## config.mk

```make
export PLATFORM = sky130hd
export DESIGN_NAME = ascon_decrypt_fsm
export DESIGN_NICKNAME = d
export VERILOG_FILES = /design/src/rtl/ascon_decrypt_fsm.sv
export SDC_FILE = /design/constraint.sdc
export NUM_CORES = 1
export LEC_CHECK = 0
export CORE_MARGIN = 3
export CORE_UTILIZATION = 50
export CTS_BUF_LIST = sky130_fd_sc_hd__clkbuf_4 sky130_fd_sc_hd__clkbuf_8
export DETAILED_ROUTE_END_ITERATION = 16
export GPL_TIMING_DRIVEN = 0
export PLACE_DENSITY = 0.8
export SLEW_MARGIN = 20
export SYNTH_ARGS = -nofsm -noshare
export SYNTH_HDL_FRONTEND = slang
export SYNTH_SLANG_ARGS = --single-unit
```

## constraint.sdc

```tcl
create_clock -name clk_i -period 2.3 [get_ports clk_i]
set_input_delay 0.23 -clock clk_i [delete_from_list [all_inputs] [get_ports clk_i]]
set_output_delay 0.23 -clock clk_i [all_outputs]
set_load 0.02 [all_outputs]
```

## src/rtl/ascon_decrypt_fsm.sv

```systemverilog
// Control sequencer for the ASCON-128 decryption datapath: drives round index,
// mux selects, write enables and XOR enables, and handshakes blocks upstream.
module ascon_decrypt_fsm #(
  parameter int unsigned NB_AD_BLOCKS = 1,
  parameter int unsigned NB_CT_BLOCKS = 4
) (
  input  logic       clk_i,
  input  logic       rst_i,
  input  logic       start_i,
  input  logic       data_valid_i,
  output logic       data_req_o,
  output logic       busy_o,
  output logic       done_o,
  output logic       plaintext_valid_o,
  output logic       sel_mux_perm_o,
  output logic       sel_muxData_perm_o,
  output logic [3:0] round_o,
  output logic       write_enable_data_o,
  output logic       write_enable_cipher_o,
  output logic       write_enable_tag_o,
  output logic       en_xor_begin_data_o,
  output logic       en_xor_begin_key_o,
  output logic       en_xor_end_lsb_o,
  output logic       en_xor_end_key_o
);

  localparam int unsigned CNT_W = 4;
  localparam logic [CNT_W-1:0] AD_LAST    = CNT_W'(NB_AD_BLOCKS - 1);
  localparam logic [CNT_W-1:0] CT_LAST    = CNT_W'(NB_CT_BLOCKS - 1);
  localparam logic [CNT_W-1:0] RND_FIRST  = CNT_W'(0);
  localparam logic [CNT_W-1:0] RND_HALF   = CNT_W'(6);
  localparam logic [CNT_W-1:0] RND_LAST   = CNT_W'(11);

  typedef enum logic [2:0] {
    S_IDLE, S_INIT, S_WAIT_AD, S_AD, S_WAIT_CT, S_CT, S_FINAL, S_DONE
  } state_t;

  state_t           r_state;
  logic [CNT_W-1:0] r_round;
  logic [CNT_W-1:0] r_ad_cnt;
  logic [CNT_W-1:0] r_ct_cnt;

  state_t           w_state_nxt;
  logic [CNT_W-1:0] w_round_nxt;
  logic [CNT_W-1:0] w_ad_nxt;
  logic [CNT_W-1:0] w_ct_nxt;
  logic             w_data_req;
  logic             w_busy;
  logic             w_done;
  logic             w_sel_perm;
  logic             w_sel_data;
  logic             w_we_data;
  logic             w_we_cipher;
  logic             w_we_tag;
  logic             w_xor_begin_data;
  logic             w_xor_begin_key;
  logic             w_xor_end_lsb;
  logic             w_xor_end_key;

  // Next state/counters, then outputs decoded from the next values so they register in step with the state.
  always_comb begin
    w_state_nxt      = r_state;
    w_round_nxt      = r_round;
    w_ad_nxt         = r_ad_cnt;
    w_ct_nxt         = r_ct_cnt;
    w_data_req       = 1'b0;
    w_busy           = 1'b0;
    w_done           = 1'b0;
    w_sel_perm       = 1'b0;
    w_sel_data       = 1'b0;
    w_we_data        = 1'b0;
    w_we_cipher      = 1'b0;
    w_we_tag         = 1'b0;
    w_xor_begin_data = 1'b0;
    w_xor_begin_key  = 1'b0;
    w_xor_end_lsb    = 1'b0;
    w_xor_end_key    = 1'b0;

    case (r_state)
      S_IDLE: begin
        if (start_i) begin
          w_state_nxt = S_INIT;
          w_round_nxt = RND_FIRST;
          w_ad_nxt    = '0;
          w_ct_nxt    = '0;
        end
      end
      S_INIT: begin
        if (r_round == RND_LAST) begin
          w_state_nxt = S_WAIT_AD;
          w_round_nxt = RND_HALF;
        end else begin
          w_round_nxt = r_round + CNT_W'(1);
        end
      end
      S_WAIT_AD: begin
        if (data_valid_i) w_state_nxt = S_AD;
      end
      S_AD: begin
        if (r_round == RND_LAST) begin
          w_ad_nxt    = r_ad_cnt + CNT_W'(1);
          w_round_nxt = RND_HALF;
          w_state_nxt = (r_ad_cnt == AD_LAST) ? S_WAIT_CT : S_WAIT_AD;
        end else begin
          w_round_nxt = r_round + CNT_W'(1);
        end
      end
      S_WAIT_CT: begin
        if (data_valid_i) begin
          if (r_ct_cnt == CT_LAST) begin
            w_state_nxt = S_FINAL;
            w_round_nxt = RND_FIRST;
          end else begin
            w_state_nxt = S_CT;
            w_round_nxt = RND_HALF;
          end
        end
      end
      S_CT: begin
        if (r_round == RND_LAST) begin
          w_ct_nxt    = r_ct_cnt + CNT_W'(1);
          w_round_nxt = RND_HALF;
          w_state_nxt = S_WAIT_CT;
        end else begin
          w_round_nxt = r_round + CNT_W'(1);
        end
      end
      S_FINAL: begin
        if (r_round == RND_LAST) begin
          w_state_nxt = S_DONE;
          w_round_nxt = RND_FIRST;
        end else begin
          w_round_nxt = r_round + CNT_W'(1);
        end
      end
      S_DONE: begin
        w_state_nxt = S_IDLE;
        w_round_nxt = RND_FIRST;
        w_ad_nxt    = '0;
        w_ct_nxt    = '0;
      end
      default: begin
        w_state_nxt = S_IDLE;
        w_round_nxt = RND_FIRST;
        w_ad_nxt    = '0;
        w_ct_nxt    = '0;
      end
    endcase

    w_busy     = (w_state_nxt != S_IDLE);
    w_done     = (w_state_nxt == S_DONE);
    w_data_req = (w_state_nxt == S_WAIT_AD) || (w_state_nxt == S_WAIT_CT);
    w_we_data  = (w_state_nxt == S_INIT) || (w_state_nxt == S_AD) ||
                 (w_state_nxt == S_CT)   || (w_state_nxt == S_FINAL);
    w_sel_perm = ((w_state_nxt == S_INIT) && (w_round_nxt != RND_FIRST)) ||
                 (w_state_nxt == S_AD) || (w_state_nxt == S_CT) || (w_state_nxt == S_FINAL);
    w_sel_data = (w_state_nxt == S_CT) || (w_state_nxt == S_FINAL);
    w_we_cipher = ((w_state_nxt == S_CT) && (w_round_nxt == RND_HALF)) ||
                  ((w_state_nxt == S_FINAL) && (w_round_nxt == RND_FIRST));
    w_we_tag   = (w_state_nxt == S_FINAL) && (w_round_nxt == RND_LAST);
    w_xor_begin_data = (((w_state_nxt == S_AD) || (w_state_nxt == S_CT)) && (w_round_nxt == RND_HALF)) ||
                       ((w_state_nxt == S_FINAL) && (w_round_nxt == RND_FIRST));
    w_xor_begin_key  = (w_state_nxt == S_FINAL) && (w_round_nxt == RND_FIRST);
    w_xor_end_lsb    = (w_state_nxt == S_AD) && (w_round_nxt == RND_LAST) && (w_ad_nxt == AD_LAST);
    w_xor_end_key    = ((w_state_nxt == S_INIT) || (w_state_nxt == S_FINAL)) && (w_round_nxt == RND_LAST);
  end

  always_ff @(posedge clk_i or posedge rst_i) begin
    if (rst_i) begin
      r_state               <= S_IDLE;
      r_round               <= '0;
      r_ad_cnt              <= '0;
      r_ct_cnt              <= '0;
      data_req_o            <= 1'b0;
      busy_o                <= 1'b0;
      done_o                <= 1'b0;
      plaintext_valid_o     <= 1'b0;
      sel_mux_perm_o        <= 1'b0;
      sel_muxData_perm_o    <= 1'b0;
      write_enable_data_o   <= 1'b0;
      write_enable_cipher_o <= 1'b0;
      write_enable_tag_o    <= 1'b0;
      en_xor_begin_data_o   <= 1'b0;
      en_xor_begin_key_o    <= 1'b0;
      en_xor_end_lsb_o      <= 1'b0;
      en_xor_end_key_o      <= 1'b0;
    end else begin
      r_state               <= w_state_nxt;
      r_round               <= w_round_nxt;
      r_ad_cnt              <= w_ad_nxt;
      r_ct_cnt              <= w_ct_nxt;
      data_req_o            <= w_data_req;
      busy_o                <= w_busy;
      done_o                <= w_done;
      plaintext_valid_o     <= write_enable_cipher_o;
      sel_mux_perm_o        <= w_sel_perm;
      sel_muxData_perm_o    <= w_sel_data;
      write_enable_data_o   <= w_we_data;
      write_enable_cipher_o <= w_we_cipher;
      write_enable_tag_o    <= w_we_tag;
      en_xor_begin_data_o   <= w_xor_begin_data;
      en_xor_begin_key_o    <= w_xor_begin_key;
      en_xor_end_lsb_o      <= w_xor_end_lsb;
      en_xor_end_key_o      <= w_xor_end_key;
    end
  end

  assign round_o = r_round;

endmodule

```

==> results.txt <==
----------------------------------------------------
[Outcome]
  Result of the run ... finished clean

[Timing]
  Least-Margin Pin Slew ... 0.946 ns
  Crit path setup slack, layout ... 0.0515 ns
  Worst-case hold slack ... 0.276 ns
  Relative slew slack ... 0.365
  Maximum operating frequency ... 0.445 GHz
  Number of slew-limit violations in the final report ... 0
  Final hold violations ... 0
  Final-report setup violation count ... 0
  Shortest clock period the worst path allows after layout ... 2.25 ns
  Worst-case clock skew ... 0.0117 ns
  Fraction of the cycle the final worst path needs ... 0.978

[Power and ir drop]
  Worst-case vdd ir drop ... 0.000856 V
  Internal ... 1390 µW
  Flop pwr share ... 0.283
  Pwr per Cell Area ... 1300 mW/mm²
  Combinational fraction of design power ... 0.585
  Clk network pwr share ... 0.133
  Leakage dissipation ... 0.000843 µW
  Share of total power consumed by net switching ... 0.432
  Switching power ... 1060 µW
  Total Power ... 2450 µW

[Synth]
  Post-synthesis average cell area ... 9.48 µm²
  Synth Register Bits ... 28
  Dominant synthesized flop cell ... dfrtp_1
  Library cells used by synthesis ... 49
  Share of synthesized registers carrying an async set or reset ... 1.00
  Sequential-to-total area share from yosys stat ... 0.451
  Cells after synthesis ... 164
  Net count of the mapped netlist ... 172
  Syn Std Cell Area ... 0.00156 mm²
  Warning count from the yosys run ... 0
  Count of flip-flops with a built-in enable after synthesis ... 0

[Route]
  Routed via count divided by cell count ... 6.25
  Initial DRC count ... 63
  Routed len/inst ... 16.1 µm
  Pre-Repair DR Iteration Count ... 4
  Drc violations ... 0
  Detail Route Antenna Nets ... 0
  Post-detailed-routing wire length ... 3620 µm
  Number of vias in the routed layout ... 1400

[Worst setup path]
  Slowest-stage cell, CP ... dfrtp_1
  Length in cells of the worst reg-to-reg path ... 6
  Reg-to-Reg Start ... round_o[1]
  Count of buffer and inverter cells on the critical path ... 0
  Total stage count of the critical path ... 6
  Max FO, Critical Path ... 7
  Critical Path, Cell by Cell ... ha_1 -> nand3b_1 -> o21ai_0 -> a31oi_1 -> nor4_1 -> nor4bb_1
  Critical path data arrival time ... 2.49 ns
  Critical path required time ... 2.54 ns
  Path type of the worst setup path ... reg2reg
  Slowest cell delay on critical path ... 0.46 ns
  Endpoint type of the worst setup path ... flip-flop
  Minimum setup slack among reg-to-reg paths ... 0.05 ns
  Family with the most delay on the worst path ... simple AND/OR/NAND/NOR gates
  Reg2reg end ... en_xor_end_lsb_o
  CP Launch Type ... flip-flop

[CTS]
  Clock buffer depth ... 2
  Hold-fix buffer count after cts ... 0
  H-tree depth reported by CTS ... 1
  Clock Sinks ... 28
  CTS root buffer ... clkbuf_4
  Clk slew on worst S/H paths ... 0.15 ns
  Post-CTS resize count ... 0
  CTS Buf Count ... 3
  Clock tree from TritonCTS ... done
  Worst skew pair latency ... 0.34 ns

[Global route]
  Global-route congestion overflow total ... 0
  Overall fraction of global-route tracks in use ... 0.209
  Largest net degree at the start of global routing ... 29
  Global-route wire length before repair ... 5900 µm
  Via count of the first global-routing pass ... 1271
  Number of antenna violations at the first check in global routing ... 0

[Place]
  Worst setup timing slack at the placement stage ... 0.0380 ns
  RD Place Congestion ... 0.925
  DP Wirelength ... 2660 µm
  Count of buffers from port buffering ... 20

[Final layout]
  Growth of design area from synthesis to finish ... 21.2%
  Utilization after layout ... 0.661
  Most common cell after layout, fill and taps aside ... dfrtp_1
  Leading cell types in the layout, fill and taps excluded ... 28 x dfrtp_1, 20 x clkdlybuf4s50_1, 11 x nor2_1, 11 x nand2_1, 10 x inv_1
  Share of cells above drive strength 1 ... 0.104
  Diode insertion count for antenna repair ... 0
  Post-layout net count ... 202

[Floorplan]
  Number of standard-cell rows in the floorplan ... 19
  Starting density of the core ... 0.545
  Boundary pin count ... 21
  Total die area ... 0.00382 mm²
  CORE AREA ... 0.00285 mm²
  Floorplan die width ... 61.8 µm
  Chip Height ... 61.8 µm

[Hold path]
  Hold WC Path Type ... in2async

[Run]
  Number of maximum-capacitance violations ... 0

----------------------------------------------------
-- cell families after synthesis --
kind of cell / share of synthesized area
fa+ha+maj: 0.0322
compound gates: 0.206
simple gates: 0.226
flops: 0.451
xor+xnor: 0.0282
buf+inv: 0.0571
-- flip-flops by register name (all words and copies together), names as in the netlist, 3 cells and up --
signal	count
round_o	4
r_ad_cnt	4
r_state	3
r_ct_cnt	4
-- power by group through the flow --
stage,logic [µW],registers [µW],clock network [µW]
2_1_floorplan,816,790,0
3_3_place_gp,1240,699,0
3_5_place_dp,1300,704,0
4_1_cts,1310,693,326
5_1_grt,1560,707,350
6_report,1430,693,325
-- worst max-delay path by stage --
| stage | startpoint | to |
|---|---|---|
| final | round_o[1] | en_xor_end_lsb_o |
| after global routing | round_o[1] | en_xor_end_lsb_o |
| after CTS | round_o[1] | en_xor_end_lsb_o |
| after detailed placement | round_o[1] | en_xor_end_lsb_o |
| after global placement | data_valid_i | write_enable_cipher_o |
| after floorplan | round_o[1] | sel_mux_perm_o |
-- metal layers --
layer  vias to the layer above  GRT usage  wire [µm]
li1                        656          -          -
met1                       688      0.282       1640
met2                        47      0.330       1770
met3                         9     0.0331        142
met4                         0     0.0939         65
met5                         -          0          0
-- layout make-up --
cell class,instances,area (µm²)
Buffer,9,47.5
Inverter,11,41.3
Clock buffer,3,22.5
Multi-Input combinational cell,116,766
Clock inverter,1,30.0
Tap cell,31,38.8
Fill cell,240,968
Sequential cell,28,701
Timing Repair Buffer,25,238
-- cell usage after synthesis, types with 3 or more instances --
master / number / area share
nand2_1: 11 / 0.027
and3b_1: 3 / 0.017
nand3_1: 9 / 0.029
dfrtp_1: 28 / 0.45
and2_1: 3 / 0.012
o21ai_0: 5 / 0.016
nand4_1: 3 / 0.012
a31oi_1: 5 / 0.020
clkbuf_1: 3 / 0.0072
xor2_1: 4 / 0.023
buf_2: 4 / 0.013
nor3_1: 3 / 0.0097
ha_1: 4 / 0.032
nor2_1: 11 / 0.027
nor2b_1: 4 / 0.016
inv_1: 11 / 0.027
o211ai_1: 7 / 0.034
o21ai_1: 3 / 0.0097
a21oi_1: 4 / 0.013
-- stage by stage --
| stage | TNS (ns) | cell area, µm² | cells |
|---|---|---|---|
| after floorplan | 0 | 1560 | 164 |
| after global placement | 0 | 1790 | 215 |
| after detailed placement | 0 | 1790 | 215 |
| after CTS | 0 | 1850 | 219 |
| after global routing | -0.00389 | 1880 | 224 |
| final | 0 | 1880 | 224 |
-- worst reg2reg max path: stages, from the launching register on --
cell	delay, ns
dfrtp_1	0.46
ha_1	0.30
nand3b_1	0.31
o21ai_0	0.33
a31oi_1	0.16
nor4_1	0.35
nor4bb_1	0.26
-- what timing repair did --
item	in CTS	in global routing
endpoints found under the setup margin	0	2
endpoints found under the hold margin	0	0
buffers inserted	0	5
(Power assumes the default switching activity.)
